### src/rtl/ahb_pkg.sv
// Shared AHB-Lite encodings and the read-master state type.
package ahb_pkg;

    localparam logic [1:0] HTRANS_IDLE   = 2'b00;
    localparam logic [1:0] HTRANS_BUSY   = 2'b01;
    localparam logic [1:0] HTRANS_NONSEQ = 2'b10;
    localparam logic [1:0] HTRANS_SEQ    = 2'b11;
    localparam logic [2:0] HSIZE_WORD    = 3'b010;
    localparam logic [2:0] HBURST_INCR   = 3'b001;

    typedef enum logic [1:0] {
        ST_IDLE  = 2'b00,
        ST_ADDR  = 2'b01,
        ST_DRAIN = 2'b10,
        ST_ERR   = 2'b11
    } rm_state_e;

    // An INCR burst must restart with NONSEQ when it crosses a 1 KB boundary.
    function automatic logic [1:0] next_htrans(input logic [31:0] addr);
        logic [1:0] trans;
        if (addr[9:0] == 10'd0) begin
            trans = HTRANS_NONSEQ;
        end else begin
            trans = HTRANS_SEQ;
        end
        return trans;
    endfunction

endpackage

### src/rtl/ahb_read_master.sv
// AHB-Lite INCR read master: pops start addresses from the address FIFO and
// streams the returned words toward the AXI R-channel logic.
module ahb_read_master
    import ahb_pkg::*;
#(
    parameter int BURST_LEN = 4
) (
    input  logic        rclk,
    input  logic        reset,
    input  logic        fifo_empty,
    input  logic [31:0] fifo_data,
    output logic        fifo_read_en,
    output logic [31:0] haddr,
    output logic [1:0]  htrans,
    output logic        hwrite,
    output logic [2:0]  hsize,
    output logic [2:0]  hburst,
    input  logic        hready,
    input  logic        hresp,
    input  logic [31:0] hrdata,
    output logic [31:0] rdata,
    output logic        rdata_valid,
    output logic        rdata_last,
    output logic        xfer_err,
    output logic        busy
);

    localparam logic [3:0] LAST_IDX = 4'(BURST_LEN - 1);

    rm_state_e   state_r;
    logic [31:0] haddr_r;
    logic [1:0]  htrans_r;
    logic [3:0]  addr_cnt_r;
    logic [3:0]  data_cnt_r;
    logic        dph_pend_r;
    logic [31:0] rdata_r;
    logic        rdata_valid_r;
    logic        rdata_last_r;
    logic        xfer_err_r;

    logic        addr_acc_s;
    logic        dph_ok_s;
    logic        dph_err_s;
    logic [31:0] haddr_inc_s;

    // A data phase is pending for every address the slave accepted on the previous hready.
    assign addr_acc_s   = hready & htrans_r[1];
    assign dph_ok_s     = hready & ~hresp & dph_pend_r & (state_r != ST_ERR);
    assign dph_err_s    = ~hready & hresp & dph_pend_r;
    assign haddr_inc_s  = haddr_r + 32'd4;
    assign fifo_read_en = (state_r == ST_IDLE) & ~fifo_empty & ~reset;

    assign haddr       = haddr_r;
    assign htrans      = htrans_r;
    assign hwrite      = 1'b0;
    assign hsize       = HSIZE_WORD;
    assign hburst      = HBURST_INCR;
    assign rdata       = rdata_r;
    assign rdata_valid = rdata_valid_r;
    assign rdata_last  = rdata_last_r;
    assign xfer_err    = xfer_err_r;
    assign busy        = (state_r != ST_IDLE);

    // Burst sequencer, address pipeline and registered read-data stream.
    always_ff @(posedge rclk) begin
        if (reset) begin
            state_r       <= ST_IDLE;
            haddr_r       <= 32'd0;
            htrans_r      <= HTRANS_IDLE;
            addr_cnt_r    <= 4'd0;
            data_cnt_r    <= 4'd0;
            dph_pend_r    <= 1'b0;
            rdata_r       <= 32'd0;
            rdata_valid_r <= 1'b0;
            rdata_last_r  <= 1'b0;
            xfer_err_r    <= 1'b0;
        end else begin
            rdata_valid_r <= 1'b0;
            rdata_last_r  <= 1'b0;
            xfer_err_r    <= 1'b0;

            if (hready) begin
                dph_pend_r <= addr_acc_s;
            end else begin
                dph_pend_r <= dph_pend_r;
            end

            if (dph_ok_s) begin
                rdata_r       <= hrdata;
                rdata_valid_r <= 1'b1;
                rdata_last_r  <= (data_cnt_r == LAST_IDX);
                data_cnt_r    <= data_cnt_r + 4'd1;
            end else begin
                rdata_r <= rdata_r;
            end

            case (state_r)
                ST_IDLE: begin
                    if (fifo_read_en) begin
                        haddr_r    <= fifo_data & 32'hFFFF_FFFC;
                        htrans_r   <= HTRANS_NONSEQ;
                        addr_cnt_r <= 4'd0;
                        data_cnt_r <= 4'd0;
                        dph_pend_r <= 1'b0;
                        state_r    <= ST_ADDR;
                    end else begin
                        state_r <= ST_IDLE;
                    end
                end
                ST_ADDR: begin
                    if (dph_err_s) begin
                        // Withdraw the address held on the bus; the slave is mid-error.
                        htrans_r <= HTRANS_IDLE;
                        state_r  <= ST_ERR;
                    end else if (hready) begin
                        if (addr_cnt_r == LAST_IDX) begin
                            htrans_r <= HTRANS_IDLE;
                            state_r  <= ST_DRAIN;
                        end else begin
                            haddr_r    <= haddr_inc_s;
                            htrans_r   <= next_htrans(haddr_inc_s);
                            addr_cnt_r <= addr_cnt_r + 4'd1;
                        end
                    end else begin
                        state_r <= ST_ADDR;
                    end
                end
                ST_DRAIN: begin
                    if (dph_err_s) begin
                        state_r <= ST_ERR;
                    end else if (hready) begin
                        state_r <= ST_IDLE;
                    end else begin
                        state_r <= ST_DRAIN;
                    end
                end
                ST_ERR: begin
                    if (hready && hresp) begin
                        xfer_err_r <= 1'b1;
                        state_r    <= ST_IDLE;
                    end else begin
                        state_r <= ST_ERR;
                    end
                end
                default: begin
                    htrans_r <= HTRANS_IDLE;
                    state_r  <= ST_IDLE;
                end
            endcase
        end
    end

endmodule

### config.mk
export PLATFORM = sky130hd
export DESIGN_NAME = ahb_read_master
export DESIGN_NICKNAME = d
export VERILOG_FILES = /design/src/rtl/ahb_pkg.sv /design/src/rtl/ahb_read_master.sv
export SDC_FILE = /design/constraint.sdc
export NUM_CORES = 1
export LEC_CHECK = 0
export BUFFER_PORTS_ARGS = -buffer_cell sky130_fd_sc_hd__buf_4
export CAP_MARGIN = 20
export CORE_MARGIN = 3
export CORE_UTILIZATION = 35
export DETAILED_ROUTE_END_ITERATION = 8
export REMOVE_ABC_BUFFERS = 1
export SETUP_SLACK_MARGIN = 0.3
export SYNTH_ARGS = -nofsm -noshare
export SYNTH_HDL_FRONTEND = slang
export SYNTH_SLANG_ARGS = --single-unit
export TNS_END_PERCENT = 1
### constraint.sdc
create_clock -name rclk -period 2.3 [get_ports rclk]
set_input_delay 0.46 -clock rclk [delete_from_list [all_inputs] [get_ports rclk]]
set_output_delay 0.46 -clock rclk [all_outputs]
set_load 0.02 [all_outputs]
---- After elaboration in Yosys (flattened, before gate mapping) ----
Cells that the tools add are included.
storage, ports and cells
  register bits after elaboration ......... 80
  bits of input ports ..................... 69
  output and inout bits ................... 78
  logic and storage cells ................. 80
cells by class
  $add $sub $neg .......................... 3
  eq/ne operators ......................... 12
  mux-type cells .......................... 32
  bitwise logic cells ..................... 14
  reductions and logical operators ........ 9
operators with widths
  kind                   number
  $mux 32                4
  $pmux 32 s2            1
  $add 32x3->32 const B  1
  $mux 4                 7
  $mux 2                 10
  $logic_not 10->1       1
  $ne 2x2->1 const B     5
  $add 4x1->4 const B    2
  $and 1x1->1            8
  $eq 4x2->1 const B     2
  $pmux 2 s4             1
  $pmux 4 s2             1
  $mux 1                 7
  $not 1->1              6
  $reduce_and 5->1       1
  $eq 2x2->1 const B     2
  $ne 4x4->1 const B     1
  $pmux 2 s2             1
  $reduce_bool 2->1      2
  $reduce_or 2->1        2
  $ne 3x3->1 const B     1
  $reduce_and 3->1       1
  $eq 2x1->1 const B     1
  $logic_not 2->1        1
  $logic_and 1x1->1      1

---- Logic depth before layout (Yosys ltp) ----
Gate-level depths: netlist of the first run.
  depth in word-level cells ............... 7
  mapped depth ............................ 8
  gate-level depth less buffers ........... 6

---- Worst setup path before layout of the first run ----
No wires, ideal clock.
  path kind ............................... reg2reg
  start ................................... register haddr_r[2], in the netlist haddr[2]
  end ..................................... register haddr_r[26], in the netlist haddr[26]
  library setup time ...................... 79 ps
  data arrival time ....................... 1927 ps
  required time ........................... 2221 ps
  setup slack ............................. 294 ps
  stages on the path, launching flop included .. 8
  path buffers ............................ 1
  period minus slack after synthesis ...... 2006 ps
  cell sequence ........................... dfxtp_1 ha_1 and3_1 buf_2 nand4_2 or4_1 xor2_1 a211oi_2
between the ends
  word-level cells in the longest chain between the ends .. 5
RTL lines
  what                    line                    RTL
  start, declared         ahb_read_master.sv:31   logic [31:0] haddr_r;
  start signal, assigned  ahb_read_master.sv:100  haddr_r <= fifo_data & 32'hFFFF_FFFC;
  start signal, assigned  ahb_read_master.sv:120  haddr_r <= haddr_inc_s;
  $add 32x3->32           ahb_read_master.sv:50   assign haddr_inc_s = haddr_r + 32'd4;
  $mux 32                 ahb_read_master.sv:116  if (addr_cnt_r == LAST_IDX) begin
  $mux 32                 ahb_read_master.sv:115  end else if (hready) begin
  $mux 32                 ahb_read_master.sv:111  if (dph_err_s) begin
  $pmux 32 s2             ahb_read_master.sv:97   case (state_r)
No other way between the ends. The select of a mux whose other input is x is not followed.
A chain may end at the register's enable or synchronous reset.

---- Worst setup path in the final report of the first run ----
  start ................................... register state_r[0]
  end ..................................... output port fifo_read_en
between the ends
  word-level cells in the longest chain between the ends .. 3
RTL lines
  what                       line                    RTL
  start, declared            ahb_read_master.sv:30   rm_state_e state_r;
  start signal, assigned     ahb_read_master.sv:67   state_r <= ST_IDLE;
  start signal, assigned     ahb_read_master.sv:105  state_r <= ST_ADDR;
  start signal, assigned     ahb_read_master.sv:107  state_r <= ST_IDLE;
  $logic_not 2->1            ahb_read_master.sv:51   assign fifo_read_en = (state_r == ST_IDLE) & ~fifo_empty & ~reset;
  $and 1x1->1 (2 in series)  ahb_read_master.sv:51
  end, declared              ahb_read_master.sv:12   output logic fifo_read_en,
No other way between the ends.

==> results of run 1 <==
==> area by class of cell <==
type                       instances  area share, %
clock buffer                       9          2.421
clock inverter                     7          1.222
sequential                        78          30.64
tap                              136          3.325
inverter                           6         0.5868
multi-input combinational        343          38.26
timing repair buffer             159          23.55
==> power by group <==
group | internal (W) | switching [W]
registers | 0.00141 | 0.0000755
logic | 0.000246 | 0.000275
clock network | 0.000415 | 0.000582
total | 0.00207 | 0.000933
==> through the flow <==
stage / total power [W] / utilization (%) / instances
after floorplan: 0.001741 / - / 427
after global placement: 0.002006 / 46.54 / 714
after detailed placement: 0.002013 / 46.54 / 714
after CTS: 0.003013 / 48.56 / 732
after global routing: 0.003132 / 49.35 / 738
final: 0.003001 / 49.35 / 738
==> worst min-delay path, delay by kind of cell <==
family | cells | cell delay (ns)
compound gates | 1 | 0.05
simple gates | 1 | 0.04
buf+inv | 1 | 0.11
==> sequential cells by signal, indices dropped and copies added, names as in the netlist <==
signal       count
dph_pend_r       1
rdata           32
xfer_err         1
haddr           30
state_r          2
addr_cnt_r       4
rdata_valid      1
htrans           2
rdata_last       1
data_cnt_r       4
==> layer usage <==
layer | GRT usage (%) | up-vias | part of all wire [%]
met5 | 0 | - | 0
met4 | 7.925 | 0 | 1.9
met3 | 2.819 | 18 | 3.7
met2 | 29.65 | 91 | 48
met1 | 23.60 | 1800 | 46
li1 | - | 1899 | -
==> cells in the mapped netlist, drive strengths merged, types with 3 or more instances <==
library cell  number
nand3              6
nor2              41
xnor2              6
nor3b              3
o21bai             7
and4               8
o21ai             13
nand4             11
a21oi             51
nand2             90
ha                 3
inv                6
or3                3
a31oi              4
nor3               5
xor2               6
and3               7
nor4              11
mux2i              3
o22ai              5
and2               7
a311oi             8
a211oi             8
dfxtp             78
clkbuf            18
buf               25
a2111oi            4
==> worst max-delay path by stage <==
stage	cells past startpoint	to	startpoint	slack (ns)
after floorplan	6	haddr[8]	addr_cnt_r[0]	0.006
after global placement	6	haddr[27]	fifo_empty	0.20
after detailed placement	6	haddr[27]	fifo_empty	0.15
after CTS	3	fifo_read_en	state_r[0]	0.24
after global routing	8	haddr[8]	addr_cnt_r[0]	0.26
final	3	fifo_read_en	state_r[0]	0.32
==> kinds of logic (layout without fill, tap and decap cells) <==
| kind of cell | Yosys count | after routing | synth area share, % |
|---|---|---|---|
| AND/OR/NAND/NOR | 201 | 201 | 26.10 |
| AO/OA/AOI/OAI | 114 | 114 | 19.90 |
| flip-flops | 78 | 78 | 41.81 |
| buffers and inverters | 49 | 181 | 7.068 |
| XOR/XNOR | 12 | 12 | 2.814 |
| multiplexers | 4 | 4 | 1.106 |
| adder cells (fa/ha/maj) | 3 | 3 | 1.005 |
| other | 2 | 9 | 0.2011 |
==> timing repair <==
item / 4_1_cts / 5_1_grt
gates resized for setup: 5 / 12
endpoints found under the setup margin: 7 / 26
buffers inserted: 2 / 6
hold endpoints to repair: 0 / 0
pin swaps: 1 / 2
==> results.yml, run 1 <==
timing:
  fin_hold_ws_ns: 0.3342
  max_freq_ghz: 0.5040
  rsz0062_at_grt: "true"
  drv_slew: 0
  final_critical_path_setup_slack_ns: 0.3160
  max_slew.worst_pin.slew_ns: 0.7578
  hold_viol: 0
  timing.final.setup_violations: 0
  final_period_minus_worst_setup_slack_ns: 1.984
  relSlewSlack_pct: 49.48
  fin_skew_ns: 0.01447
  timing.setup.tns_ns: 0
  min_period_over_period_pct: 86.26
final_layout:
  finish.instance_area_um2: 5117
  layout.cells.most_common_list: "sky130_fd_sc_hd__buf_4, sky130_fd_sc_hd__nand2_1, sky130_fd_sc_hd__dfxtp_1"
  ant_diodes: 0
  mostFrequentLayoutCell: "sky130_fd_sc_hd__buf_4"
  syn_to_final_growth_pct: 37.02
  register_area_um2: 1568
  drive_above_1_share_pct: 33.55
  total_number_of_nets_in_the_final_design: 669
  multi_input_area_um2: 1958
  fill_cell_count: 1021
critical_path:
  endpoint_kind: "primary output"
  setup.worst_path.start_class: "register"
  worstReg2RegStart: "state_r[0]"
  crit_path_top_delay_cell: "sky130_fd_sc_hd__or4_4"
  timing.setup.critical_path_class: "reg2out"
  timing.critical_path.slowest_cell_delay_ns: 0.57
  timing.reg2reg.setup_slack_ns: 0.35
  critical_path.top_delay_family: "simple AND/OR/NAND/NOR gates"
  critical_path.max_fanout: 8
  worst_reg2reg_path_endpoint: "haddr[27]"
  cell_chain_critical_path: "or4_4 -> inv_8 -> buf_4"
  worstPathRequired_ns: 1.84
  worst-r2r-cell-count: 6
  cp_num_buf_inv: 2
  cp.arrival_ns: 1.52
drt:
  initialDrtViolationCount: 226
  ant_nets: 0
  drt_drc_violations_left: 0
  first_pass_iters: 4
  viasPerCell: 5.160
  via_count: 3808
  route.detailed.wl_per_inst_um: 15.21
  finalWirelength_um: 11220
logic_synthesis:
  synth-warning-count: 0
  syn-mean-instance-area_um2: 8.067
  synth-main-ff-cell: "sky130_fd_sc_hd__dfxtp_1"
  synthTopCellsByArea: "sky130_fd_sc_hd__dfxtp_1, sky130_fd_sc_hd__nand2_1, sky130_fd_sc_hd__a21oi_1"
  synth_top_cell_area_share_pct: 41.81
  post_synth_num_cell_types: 61
  share_of_synthesized_flip_flops_with_an_asynchronous_set_or_reset_pct: 0
  post_synth_instance_area_um2: 3735
  synthesis.instances: 463
  synth_top_area_cell: "sky130_fd_sc_hd__dfxtp_1"
  synth_enable_flop_cells: 0
  synth-seq-area-share_pct: 41.81
  synth_seq_cells: 78
global_route:
  global_route.overflow_total: 0
  global_route_wire_length_before_repair_um: 17040
  maximum_number_of_pins_on_one_net_before_global_route_repair: 71
  number_of_antenna_violations_at_the_first_check_in_global_routing: 0
  first_global_vias: 3395
  grt.total_usage_pct: 18.08
placement:
  dp.final_hpwl_um: 7858
  placed_area_um2: 4826
  buffer_ports.inserted: 135
  gp_routability_congestion: 0.8377
  place_worst_setup_slack_ns: 0.1467
clock_network:
  clk_pin_slew_worst_paths_ns: 0.10
  clkLatencyLatePin_ns: 0.36
  cts_buffers: 9
  cts-root-to-sink-buffers: 2
  ctsRootBufferMaster: "sky130_fd_sc_hd__clkbuf_8"
  h_tree_level_count: 3
  clock-sinks: 78
  cts_hold_repair.buffers: 0
  cts_tree: "yes"
die:
  die_span_in_x_um: 109.3
  core_um2: 10370
  io-pin-count: 147
  floorplan.die_area_um2: 11950
  fp.dieH_um: 109.3
  initial_util_pct: 36.02
  placementRows: 37
run_status:
  run_status: "finished clean"
power_and_ir_drop:
  p_leak_nw: 2.058
  cell_pwr_density_nw_per_um2: 586.4
  ir_drop_mv: 0.2944
hold_path:
  min_delay_worst_endpoint: "rdata[3]"
  hold_class: "in2reg"
  worstHoldStart: "hrdata[3]"
  number_of_cells_traversed_by_the_worst_hold_path: 3
job:
  drv_cap: 0
Note: power is estimated with default switching activity, not from simulation.
==> inputs of run 2 (changes only) <==
--- a/config.mk
+++ b/config.mk
@@ -9,9 +9,11 @@
 export CAP_MARGIN = 20
 export CORE_MARGIN = 3
 export CORE_UTILIZATION = 35
+export CTS_CLUSTER_DIAMETER = 50
 export DETAILED_ROUTE_END_ITERATION = 8
 export REMOVE_ABC_BUFFERS = 1
 export SETUP_SLACK_MARGIN = 0.3
+export SKIP_CTS_REPAIR_TIMING = 1
 export SYNTH_ARGS = -nofsm -noshare
 export SYNTH_HDL_FRONTEND = slang
 export SYNTH_SLANG_ARGS = --single-unit
==> constraint.sdc (replaced) <==
create_clock -name rclk -period 2 [get_ports rclk]
set_input_delay 0.4 -clock rclk [delete_from_list [all_inputs] [get_ports rclk]]
set_output_delay 0.4 -clock rclk [all_outputs]
set_load 0.02 [all_outputs]
==> results.yml, run 2 (synthesized netlist as in run 1, its figures left out) <==
power_and_ir_drop:
  clock_power_share_pct: 32.9
  power_frac_comb_pct: 18.6
  p_leak_nw: 2.140
  swShare_pct: 30.73
  switching_power_w: 0.001068
  cell_pwr_density_nw_per_um2: 661.6
  total_power_w: 0.003474
  seq_power_share_pct: 48.6
  intPower_w: 0.002406
  ir_drop_mv: 0.3662
global_route:
  first_global_vias: 3542
  global_route.overflow_total: 0
  number_of_antenna_violations_at_the_first_check_in_global_routing: 0
  maximum_number_of_pins_on_one_net_before_global_route_repair: 71
  grt.total_usage_pct: 18.19
  global_route_wire_length_before_repair_um: 17400
critical_path:
  timing.critical_path.slowest_cell_delay_ns: 0.58
  crit_path_top_delay_cell: "sky130_fd_sc_hd__or4_4"
  worst-r2r-cell-count: 7
  cp_num_buf_inv: 2
  worstPathRequired_ns: 1.60
  cp.arrival_ns: 1.54
  worst-path-stages: 3
  setup.worst_path.start_class: "register"
  timing.setup.critical_path_class: "reg2out"
  critical_path.top_delay_family: "simple AND/OR/NAND/NOR gates"
  critical_path.max_fanout: 6
  cell_chain_critical_path: "or4_4 -> inv_6 -> buf_6"
  endpoint_kind: "primary output"
clock_network:
  clkLatencyLatePin_ns: 0.36
  cts_buffers: 9
  clock-sinks: 78
  cts-root-to-sink-buffers: 2
  clk_pin_slew_worst_paths_ns: 0.10
  ctsRootBufferMaster: "sky130_fd_sc_hd__clkbuf_8"
  h_tree_level_count: 3
  cts_tree: "yes"
placement:
  placed_area_um2: 4949
  gp_routability_congestion: 0.8236
  dp.cells: 727
  buffer_ports.inserted: 135
  dp.final_hpwl_um: 7991
  place_worst_setup_slack_ns: 0.07950
timing:
  final_critical_path_setup_slack_ns: 0.05815
  timing.final.setup_violations: 0
  drv_slew: 0
  hold_viol: 0
  max_freq_ghz: 0.5150
  final_period_minus_worst_setup_slack_ns: 1.942
  min_period_over_period_pct: 97.09
  relSlewSlack_pct: 50.60
  max_slew.worst_pin.slew_ns: 0.7410
  fin_skew_ns: 0.01220
  rsz0062_at_grt: "true"
drt:
  finalWirelength_um: 11290
  via_count: 3868
  viasPerCell: 5.150
  ant_nets: 0
  route.detailed.wl_per_inst_um: 15.04
  drt_drc_violations_left: 0
  first_pass_iters: 4
  initialDrtViolationCount: 252
final_layout:
  ant_diodes: 0
  syn_to_final_growth_pct: 40.60
  mostFrequentLayoutCell: "sky130_fd_sc_hd__buf_4"
  total_number_of_nets_in_the_final_design: 682
  fill_cell_count: 1042
  largest_reg_flops: 32
  post_layout_instance_count_excluding_filler_cells: 751
  layout.cells.most_common_list: "sky130_fd_sc_hd__buf_4, sky130_fd_sc_hd__nand2_1, sky130_fd_sc_hd__dfxtp_1"
  finish.instance_area_um2: 5251
  drive_above_1_share_pct: 34.47
die:
  core_um2: 10370
  placementRows: 37
  io-pin-count: 147
  floorplan.die_area_um2: 11950
  die_span_in_x_um: 109.3
  initial_util_pct: 36.02
  fp.dieH_um: 109.3
job:
  drv_cap: 0
run_status:
  run_status: "finished clean"
hold_path:
  hold_class: "in2reg"
  number_of_cells_traversed_by_the_worst_hold_path: 3
==> run 2: changes by cell type in the layout (fill, tap and decap cells not counted), moves of 2 or more <==
cell,before,now
sky130_fd_sc_hd__buf_12,0,2
sky130_fd_sc_hd__buf_4,157,168
sky130_fd_sc_hd__dfxtp_1,73,76
sky130_fd_sc_hd__dfxtp_2,5,1
sky130_fd_sc_hd__inv_6,3,5
==> run 2: path summary, 6_finish.rpt <==
check                                    end  slack (ns)     startpoint
worst min-delay path               rdata[30]        0.28     hrdata[30]
worst min register to register     rdata[23]        0.46      rdata[23]
worst max register to register      haddr[9]        0.14  addr_cnt_r[0]
worst max-delay path            fifo_read_en        0.06     state_r[1]
==> run 2: metal layers <==
metal  routed length (um)  track usage (%)  vias up
met2                 5596            29.21       95
met1                 4928            24.20     1840
met5                    0                0        -
li1                     -                -     1918
met3                  556            3.699       15
met4                  211            6.679        0
==> run 2: power by group through the flow <==
| stage | sequential (W) | clock, W | combinational (W) |
|---|---|---|---|
| 2_1_floorplan | 0.00179 | 0 | 0.000209 |
| 5_1_grt | 0.00170 | 0.00124 | 0.000704 |
| 3_5_place_dp | 0.00172 | 0 | 0.000624 |
| 6_report | 0.00169 | 0.00114 | 0.000646 |
| 3_3_place_gp | 0.00172 | 0 | 0.000616 |
| 4_1_cts | 0.00169 | 0.00118 | 0.000626 |
==> run 2: stage by stage <==
| step | utilization, % | TNS, ns | hold slack, ns |
|---|---|---|---|
| 2_1_floorplan | - | -2.939 | 0.4492 |
| 3_3_place_gp | 47.72 | 0 | 0.4421 |
| 3_5_place_dp | 47.72 | 0 | 0.4466 |
| 4_1_cts | 49.52 | -0.09984 | 0.2655 |
| 5_1_grt | 50.64 | 0 | 0.2651 |
| 6_report | 50.64 | 0 | 0.2783 |
==> run 2: cell type report <==
cell class | instances | area, um2 | area share (%)
sequential | 78 | 1567 | 29.83
multi-input combinational | 343 | 1963 | 37.38
clock inverter | 7 | 62.56 | 1.191
timing repair buffer | 172 | 1338 | 25.47
inverter | 6 | 27.53 | 0.5242
clock buffer | 9 | 123.9 | 2.359
tap | 136 | 170.2 | 3.240
==> run 2: tightest hold or removal path: cells and delay by family <==
| kind | cells | cell delay, ns |
|---|---|---|
| compound gates | 1 | 0.05 |
| buf+inv | 1 | 0.11 |
| simple gates | 1 | 0.04 |
==> inputs of run 3 (changes only) <==
--- a/config.mk
+++ b/config.mk
@@ -17,4 +17,4 @@
 export SYNTH_ARGS = -nofsm -noshare
 export SYNTH_HDL_FRONTEND = slang
 export SYNTH_SLANG_ARGS = --single-unit
-export TNS_END_PERCENT = 1
+export TNS_END_PERCENT = 50
==> constraint.sdc (replaced) <==
create_clock -name rclk -period 1.9 [get_ports rclk]
set_input_delay 0.285 -clock rclk [delete_from_list [all_inputs] [get_ports rclk]]
set_output_delay 0.285 -clock rclk [all_outputs]
set_load 0.02 [all_outputs]
==> results.yml, run 3 (synthesized netlist as in run 1, its figures left out) <==
power_and_ir_drop:
  cell_pwr_density_nw_per_um2: 646.6
  total_power_w: 0.003860
  p_leak_nw: 2.446
  ir_drop_mv: 0.3295
clock_network:
  clock-sinks: 78
  h_tree_level_count: 3
  cts_buffers: 9
  ctsRootBufferMaster: "sky130_fd_sc_hd__clkbuf_8"
  cts-root-to-sink-buffers: 2
  clkLatencyLatePin_ns: 0.36
  cts_tree: "yes"
  clk_pin_slew_worst_paths_ns: 0.10
global_route:
  maximum_number_of_pins_on_one_net_before_global_route_repair: 71
  global_route_wire_length_before_repair_um: 17220
  global_route.overflow_total: 0
  first_global_vias: 3469
  number_of_antenna_violations_at_the_first_check_in_global_routing: 0
  grt.total_usage_pct: 18.07
die:
  core_um2: 10370
  floorplan.die_area_um2: 11950
  fp.dieH_um: 109.3
  io-pin-count: 147
  placementRows: 37
  initial_util_pct: 36.02
  die_span_in_x_um: 109.3
drt:
  dr_wl_met3_um: 558
  topRoutingLayerUsed: "met4"
  via_count: 4022
  initialDrtViolationCount: 297
  met2WireLength_um: 6077
  drt_drc_violations_left: 0
  ant_nets: 0
  routedLengthMet1_um: 5386
  finalWirelength_um: 12320
  route.detailed.wl_per_inst_um: 15.63
  viasPerCell: 5.104
  first_pass_iters: 4
placement:
  place_worst_setup_slack_ns: 0.03538
  dp.final_hpwl_um: 8066
  dp.cells: 735
  gp_routability_congestion: 0.7972
  buffer_ports.inserted: 135
timing:
  max_freq_ghz: 0.5409
  min_period_over_period_pct: 97.30
  final_period_minus_worst_setup_slack_ns: 1.849
  max_slew.worst_pin.slew_ns: 0.8218
  relSlewSlack_pct: 45.21
  timing.setup.tns_ns: 0
  fin_skew_ns: 0.01428
  rsz0062_at_grt: "true"
  drv_slew: 0
  final_critical_path_setup_slack_ns: 0.05135
  timing.final.setup_violations: 0
  hold_viol: 0
hold_path:
  worstHoldStart: "hrdata[1]"
  number_of_cells_traversed_by_the_worst_hold_path: 3
  min_delay_worst_endpoint: "rdata[1]"
  hold_class: "in2reg"
critical_path:
  critical_path.top_delay_family: "simple AND/OR/NAND/NOR gates"
  worstPathRequired_ns: 1.62
  crit_path_top_delay_cell: "sky130_fd_sc_hd__or4_4"
  endpoint_kind: "primary output"
  worst-path-stages: 4
  timing.critical_path.slowest_cell_delay_ns: 0.53
  cp_num_buf_inv: 3
  setup.worst_path.start_class: "register"
  critical_path.max_fanout: 5
  worst_reg2reg_path_endpoint: "haddr[27]"
  cell_chain_critical_path: "or4_4 -> inv_4 -> buf_12 -> buf_8"
  worstReg2RegStart: "state_r[1]"
  cp.arrival_ns: 1.56
  timing.reg2reg.setup_slack_ns: 0.08
  timing.setup.critical_path_class: "reg2out"
  worst-r2r-cell-count: 6
final_layout:
  mostFrequentLayoutCell: "sky130_fd_sc_hd__buf_4"
  drive_above_1_share_pct: 46.47
  finalCoreUtilization_pct: 57.57
  total_number_of_nets_in_the_final_design: 719
  syn_to_final_growth_pct: 59.83
  post_layout_instance_count_excluding_filler_cells: 788
  ant_diodes: 0
  largest_reg_flops: 32
  layout.cells.most_common_list: "sky130_fd_sc_hd__buf_4, sky130_fd_sc_hd__nand2_1, sky130_fd_sc_hd__dfxtp_1"
job:
  drv_cap: 0
run_status:
  run_status: "finished clean"
[run 3: changes by cell type in the layout (fill, tap and decap cells not counted), sizes merged]
cell and delta:
clkinvlp +1, buf +35, clkbuf +2, clkinv -1
[run 3: how the worst max path moves through the flow]
stage	startpoint	slack [ns]	to
2_1_floorplan	addr_cnt_r[0]	-0.39	haddr[8]
4_1_cts	state_r[1]	-0.12	fifo_read_en
3_5_place_dp	addr_cnt_r[0]	0.04	haddr[7]
6_report	state_r[1]	0.05	fifo_read_en
3_3_place_gp	addr_cnt_r[0]	0.03	haddr[7]
5_1_grt	state_r[1]	0.02	fifo_read_en
[run 3: cell type report]
type / instances / area (um2)
Inverter: 6 / 25.02
Fill cell: 910 / 4400
Timing Repair Buffer: 209 / 1760
Clock inverter: 7 / 61.31
Tap cell: 136 / 170.2
Multi-Input combinational cell: 343 / 2247
Sequential cell: 78 / 1582
Clock buffer: 9 / 123.9
[run 3: stage by stage]
stage / hold slack [ns] / cell area [um2]
finish: 0.1595 / 5969
detailed placement: 0.4466 / 5009
global placement: 0.4431 / 5009
global route: 0.1540 / 5969
floorplan: 0.3496 / 3520
CTS: 0.1522 / 5194
[run 3: worst register-to-register path, delay by kind of cell (launching register included)]
kind	cells	cell delay [ns]
and+or+nand+nor	4	1.03
DFF	1	0.36
buffers and inverters	2	0.28
[run 3: power breakdown]
| group | internal (W) | leakage [nW] | switching [W] |
|---|---|---|---|
| clock | 0.000502 | 0.0892 | 0.000701 |
| sequential | 0.00170 | 0.639 | 0.0000701 |
| combinational | 0.000448 | 1.72 | 0.000435 |
| total | 0.00265 | 2.45 | 0.00121 |
[run 3: per-layer routing]
layer / GRT usage, % / up-vias
met1: 25.04 / 1896
met2: 27.89 / 106
met5: 0 / -
met3: 2.936 / 25
li1: - / 1995
met4: 7.658 / 0
